### config.mk
export PLATFORM = sky130hd
export DESIGN_NAME = if_id_stage_reg
export DESIGN_NICKNAME = d
export VERILOG_FILES = /design/src/rtl/mips_pkg.sv /design/src/rtl/instr_field_split.sv /design/src/rtl/if_id_stage_reg.sv
export SDC_FILE = /design/constraint.sdc
export NUM_CORES = 1
export LEC_CHECK = 0
export CORE_UTILIZATION = 35
export CTS_CLUSTER_DIAMETER = 40
export DETAILED_ROUTE_END_ITERATION = 12
export SLEW_MARGIN = 15
export SYNTH_ARGS = -nofsm -noshare
export SYNTH_HDL_FRONTEND = slang
export SYNTH_SLANG_ARGS = --single-unit
### constraint.sdc
create_clock -name clk -period 5.2 [get_ports clk]
set_input_delay 0.78 -clock clk [delete_from_list [all_inputs] [get_ports clk]]
set_output_delay 0.78 -clock clk [all_outputs]
set_load 0.01 [all_outputs]
### src/rtl/mips_pkg.sv
// Shared MIPS pipeline constants: instruction field positions, widths and the bubble encoding.
package mips_pkg;

  localparam int unsigned DATA_WIDTH_DEF = 32;
  localparam int unsigned ADDR_WIDTH_DEF = 16;
  localparam logic [31:0] NOP_INSTR_DEF  = 32'h0000_0000;

  localparam int unsigned OPCODE_MSB = 31;
  localparam int unsigned OPCODE_LSB = 26;
  localparam int unsigned RS_MSB     = 25;
  localparam int unsigned RS_LSB     = 21;
  localparam int unsigned RT_MSB     = 20;
  localparam int unsigned RT_LSB     = 16;
  localparam int unsigned RD_MSB     = 15;
  localparam int unsigned RD_LSB     = 11;
  localparam int unsigned SHAMT_MSB  = 10;
  localparam int unsigned SHAMT_LSB  = 6;
  localparam int unsigned FUNCT_MSB  = 5;
  localparam int unsigned FUNCT_LSB  = 0;
  localparam int unsigned JIDX_MSB   = 25;
  localparam int unsigned JIDX_LSB   = 0;

endpackage

### src/rtl/instr_field_split.sv
// Combinational slicer of a 32-bit MIPS instruction into its R/I/J-format fields.
module instr_field_split
  import mips_pkg::*;
(
  input  logic [31:0] instr,
  output logic [5:0]  opcode,
  output logic [4:0]  rs,
  output logic [4:0]  rt,
  output logic [4:0]  rd,
  output logic [4:0]  shamt,
  output logic [5:0]  funct,
  output logic [25:0] jump_index
);

  assign opcode     = instr[OPCODE_MSB:OPCODE_LSB];
  assign rs         = instr[RS_MSB:RS_LSB];
  assign rt         = instr[RT_MSB:RT_LSB];
  assign rd         = instr[RD_MSB:RD_LSB];
  assign shamt      = instr[SHAMT_MSB:SHAMT_LSB];
  assign funct      = instr[FUNCT_MSB:FUNCT_LSB];
  assign jump_index = instr[JIDX_MSB:JIDX_LSB];

endmodule

### src/rtl/if_id_stage_reg.sv
// IF/ID pipeline register with valid/ready on both sides and a one-entry skid buffer,
// so in_ready is registered and never combinationally depends on out_ready.
module if_id_stage_reg
  import mips_pkg::*;
#(
  parameter int unsigned     DATA_WIDTH = DATA_WIDTH_DEF,
  parameter int unsigned     ADDR_WIDTH = ADDR_WIDTH_DEF,
  parameter logic [DATA_WIDTH-1:0] NOP_INSTR = NOP_INSTR_DEF
) (
  input  logic                  clk,
  input  logic                  rst,
  input  logic                  in_valid,
  output logic                  in_ready,
  input  logic [DATA_WIDTH-1:0] in_instr,
  input  logic [DATA_WIDTH-1:0] in_pc4,
  input  logic                  flush,
  output logic                  out_valid,
  input  logic                  out_ready,
  output logic [DATA_WIDTH-1:0] out_instr,
  output logic [DATA_WIDTH-1:0] out_pc4,
  output logic [5:0]            opcode,
  output logic [4:0]            rs,
  output logic [4:0]            rt,
  output logic [4:0]            rd,
  output logic [4:0]            shamt,
  output logic [5:0]            funct,
  output logic [ADDR_WIDTH-1:0] immediate,
  output logic [25:0]           jump_index
);

  logic [DATA_WIDTH-1:0] main_instr_q, main_pc4_q, skid_instr_q, skid_pc4_q;
  logic                  main_valid_q, skid_valid_q;
  logic                  accept, drain;

  assign in_ready  = ~skid_valid_q;
  assign accept    = in_valid & ~skid_valid_q;
  assign drain     = main_valid_q & out_ready;
  assign out_valid = main_valid_q;
  assign out_instr = main_instr_q;
  assign out_pc4   = main_pc4_q;

  always_ff @(posedge clk or posedge rst) begin
    if (rst) begin
      main_valid_q <= 1'b0;
      main_instr_q <= NOP_INSTR;
      main_pc4_q   <= '0;
      skid_valid_q <= 1'b0;
      skid_instr_q <= '0;
      skid_pc4_q   <= '0;
    end else if (flush) begin
      // Redirect: drop everything held or arriving; pc4 is deliberately left as-is.
      main_valid_q <= 1'b0;
      main_instr_q <= NOP_INSTR;
      skid_valid_q <= 1'b0;
    end else if (skid_valid_q) begin
      if (drain) begin
        main_instr_q <= skid_instr_q;
        main_pc4_q   <= skid_pc4_q;
        skid_valid_q <= 1'b0;
      end
    end else if (!main_valid_q || drain) begin
      if (accept) begin
        main_valid_q <= 1'b1;
        main_instr_q <= in_instr;
        main_pc4_q   <= in_pc4;
      end else if (main_valid_q) begin
        main_valid_q <= 1'b0;
        main_instr_q <= NOP_INSTR;
      end
    end else if (accept) begin
      skid_valid_q <= 1'b1;
      skid_instr_q <= in_instr;
      skid_pc4_q   <= in_pc4;
    end
  end

  instr_field_split u_split (
    .instr      (main_instr_q[31:0]),
    .opcode     (opcode),
    .rs         (rs),
    .rt         (rt),
    .rd         (rd),
    .shamt      (shamt),
    .funct      (funct),
    .jump_index (jump_index)
  );

  assign immediate = main_instr_q[ADDR_WIDTH-1:0];

endmodule
# == After elaboration in Yosys (flattened, before gate mapping) ==
# Index checks and enable logic that the tools add are counted.
# totals
regBits,130
input_bits,69
output_inout_bits,140
# classes
reduce_logical,11
muxes,18
n_eq_ne,3
bitwise_logic,5
# op_table
op,n
2-to-1 mux 32 bit,10
2-to-1 mux 1 bit,8
AND reduction 4 bit,2
nonzero test 2 bit,3
nonzero test 4 bit,1
"inequality test 3 x 2 -> 1 bit, second input constant",1
NOT 1 bit,3
AND reduction 3 bit,1
nonzero test 3 bit,1
bitwise AND 1 bit,2
"inequality test 2 x 1 -> 1 bit, second input constant",1
"inequality test 2 bit, second input constant",1
AND reduction 2 bit,1
zero test 1 bit,1
logical OR 1 bit,1

# == Logic depth before layout (Yosys ltp) ==
# logic_depth
ltp_word,6
mapped_depth,6
ltp_nobuf,3

# == By module ==
# From an unflattened synthesis, not the netlist that was laid out.
# hier_totals
hier_cells,435
area_unflattened_um2,6099.6
# modules_own_cells
module,instances,cells_each,area_each_um2
if_id_stage_reg,1,377,5664.2
instr_field_split,1,58,435.4

# == Worst setup path after synthesis ==
# No wires, ideal clock.
# synth_path
path_kind,input-to-reg
start,input in_valid
end,"register main_pc4_q[20], in the netlist out_pc4[20]"
stages,4
path_slack_ps,3324
arrival_time_ps,1751
path_cell_list,nand2b_1 a211oi_2 buf_2 mux2_2
# synth_via
elab_chain_cells,3
# synth_rtl
item,line_no,rtl
from (decl),if_id_stage_reg.sv:12,"input logic in_valid,"
bitwise AND 1 bit,if_id_stage_reg.sv:36,assign accept = in_valid & ~skid_valid_q;
nonzero test 2 bit (no line),-,
AND reduction 4 bit (no line),-,
to (signal assigned),if_id_stage_reg.sv:58,main_pc4_q <= skid_pc4_q;
to (signal assigned),if_id_stage_reg.sv:65,main_pc4_q <= in_pc4;
to (decl),if_id_stage_reg.sv:31,"logic [DATA_WIDTH-1:0] main_instr_q, main_pc4_q, skid_instr_q, skid_pc4_q;"
# Every way passes these cells.
# A chain may end at the register's enable or synchronous reset.

# == Final worst setup path ==
# layout_path
start,register skid_valid_q
end,output in_ready
# layout_via
elab_chain_cells,1
# layout_rtl
item,line_no,rtl
from (decl),if_id_stage_reg.sv:32,"logic main_valid_q, skid_valid_q;"
from (signal assigned),if_id_stage_reg.sv:47,skid_valid_q <= 1'b0;
from (signal assigned),if_id_stage_reg.sv:54,skid_valid_q <= 1'b0;
from (signal assigned),if_id_stage_reg.sv:59,skid_valid_q <= 1'b0;
NOT 1 bit (no line),-,
to (decl),if_id_stage_reg.sv:13,"output logic in_ready,"
# Every way passes these cells.

==> flow_metrics.env <==
export IMPL_cts_root_buf="clkbuf_16"
export IMPL_status="complete, no violations"
export IMPL_die_y_um=134.0
export IMPL_layout_common_cells="clkdlybuf4s50_1 (208), dfrtp_1 (129), mux2_2 (98), mux2_1 (62), a22o_1 (32)"
export IMPL_cts_buffers=17
export IMPL_power_density_nw_per_um2=379.4
export IMPL_die_area_um2=17960
export IMPL_ir_drop_v=0.0002120
export IMPL_routed_top_layer="met4"
export IMPL_synthSimpleGateAreaFrac=0.008821
export IMPL_cp_data_required_time_ps=4420
export IMPL_grt_overflow_total=0
export IMPL_p_leak_nw=3.588
export IMPL_cts_tree="done"
export IMPL_grt_setup_unrepaired="false"
export IMPL_grt_pass1_wl_mm=21.18
export IMPL_fin_crit_sh=0.5035
export IMPL_clock_sinks=130
export IMPL_power_mw=3.211
export IMPL_cp_start_kind="flip-flop"
export IMPL_io_pins=209
export IMPL_synth_fa_ha_area_frac=0
export IMPL_cts_setup_buffers=0
export IMPL_drtPass1Iterations=4
export IMPL_synthCells=435
export IMPL_via_per_inst=4.759
export IMPL_postRouteWirelength_mm=13.05
export IMPL_cap_violations=0
export IMPL_hold_ws_ps=483.6
export IMPL_layout_nets=640
export IMPL_slew_headroom=0.2628
export IMPL_synthMuxAreaShare=0.2954
export IMPL_routabilityCongestion=0.7330
export IMPL_clockBufferDepth=2
export IMPL_synth_area_per_cell_um2=14.02
export IMPL_synth_top_family_by_area="multiplexers"
export IMPL_route_detailed_drc=0
export IMPL_setup_tns_final_ps=0
export IMPL_finalWorstSetupSlack_ps=2582
export IMPL_maxSlewViolCount=0
export IMPL_post_cts_resized=0
export IMPL_track_usage=0.1542
export IMPL_htreeDepth=4
export IMPL_path_clk_slew_ps=50
export IMPL_hold_violations=0
export IMPL_endpoint_kind="primary output"
export IMPL_antenna_cells=0
export IMPL_drt_iter0_markers=113
export IMPL_synth_seq_cells=130
export IMPL_hold_buffers=0
export IMPL_wl_met2_mm=6.475
export IMPL_synth_warnings=0
export IMPL_synth_distinct_cells=18
export IMPL_setup_viol=0
export IMPL_drive_gt1_frac=0.2354
export IMPL_criticalPathCategory="reg -> out"
export IMPL_grt_pass1_vias=3972
export IMPL_place_ws_ps=2216
export IMPL_ys_seq_area_frac=0.5333
export IMPL_timing_fmax_mhz=381.9
export IMPL_synth_xor_area_frac=0
export IMPL_final_fill_count=1450
export IMPL_hp_class="reg -> reg"
export IMPL_grt_max_degree=71
export IMPL_netlist_area_um2=6100
export IMPL_placed_cells=772
export IMPL_insertion_delay_ps=410
export IMPL_synth_fp_nets=504
export IMPL_coreArea_um2=16820
export IMPL_wl_met3_mm=1.216
export IMPL_period_minus_slack_ps=2618
export IMPL_final_cells=802
export IMPL_final_antenna_net_count=0
export IMPL_crit_fanout=38
export IMPL_clock_skew_ps=6.341
export IMPL_wl_met1_mm=5.179
export IMPL_io_buffers=208
export IMPL_drt_wirelength_per_cell_um=16.27
export IMPL_layout_commonest_cell="clkdlybuf4s50_1"
export IMPL_antenna_found_initial=0
export IMPL_start_util=0.3627
export IMPL_synth_compound_area_frac=0.05210
export IMPL_syn_to_final_growth_pct=38.79
export IMPL_crit_arrival_ps=1840
export IMPL_tightestPinTransition_ps=1102
export IMPL_vias=3817
export IMPL_core_rowCount=47
export IMPL_die_x_um=134.0
export IMPL_post_dp_hpwl_mm=8.917
[synth_stat cells, drive strengths merged]
cell	instances	area [µm²]
a211oi	1	12.51
a21oi	3	15.01
a22o	32	280.3
buf	93	646.9
clkbuf	4	15.01
dfrtp	130	3253
inv	3	11.26
mux2	160	1802
nand2	2	10.01
nand2b	1	6.260
nor2b	3	18.77
nor3b	1	18.77
o21ai	2	10.00
[sequential cells by signal, indices dropped and copies added, names as in the netlist]
register,flops
out_instr,32
out_pc4,32
out_valid,1
skid_instr_q,32
skid_pc4_q,32
skid_valid_q,1
[per-stage QoR]
stage | cell area [µm²] | util
2_1_floorplan | 6100 | -
3_3_place_gp | 7870 | 0.4679
3_5_place_dp | 7870 | 0.4679
4_1_cts | 8466 | 0.5033
5_1_grt | 8466 | 0.5033
6_report | 8466 | 0.5033
[cells by family after synthesis]
family,after synthesis
AND/OR/NAND/NOR,7
multiplexers,160
buffers and inverters,100
AO/OA/AOI/OAI,38
flip-flops,130
[critical path, cell delays in order, from the launching register on]
cell and delay, ps:
dfrtp_2 390, buf_4 430, inv_1 90, clkdlybuf4s50_1 490
[power by group]
group | internal (mW) | switching [mW] | total [mW]
clock network | 0.798 | 0.398 | 1.20
logic | 0.423 | 0.240 | 0.664
registers | 1.23 | 0.121 | 1.35
[metal layers]
layer,vias to the layer above,track usage
met5,-,0
met4,0,0.04931
met3,16,0.06576
met2,152,0.2602
met1,1912,0.1759
li1,1737,-
[worst paths after layout]
kind	to	slack (ps)	from	cells after the start
setup / recovery	in_ready	2580	skid_valid_q	3
setup reg to reg	out_instr[28]	2730	skid_valid_q	4
hold / removal	skid_pc4_q[3]	480	skid_pc4_q[3]	1
hold reg to reg	skid_pc4_q[3]	480	skid_pc4_q[3]	1
max in group asynchronous	out_instr[16]	3340	rst	3
min in group asynchronous	out_instr[22]	920	rst	2
[cell type report]
type	count	area (µm²)	area share
clock inverters	5	100.1	0.01182
multi-input cells	205	2200	0.2598
clock buffers	25	495.5	0.05853
flip-flops and latches	130	3254	0.3844
well taps	220	275.3	0.03252
inverters	3	13.76	0.001626
repair buffers	214	2127	0.2513
No activity file was read; power rests on OpenSTA's default activity.
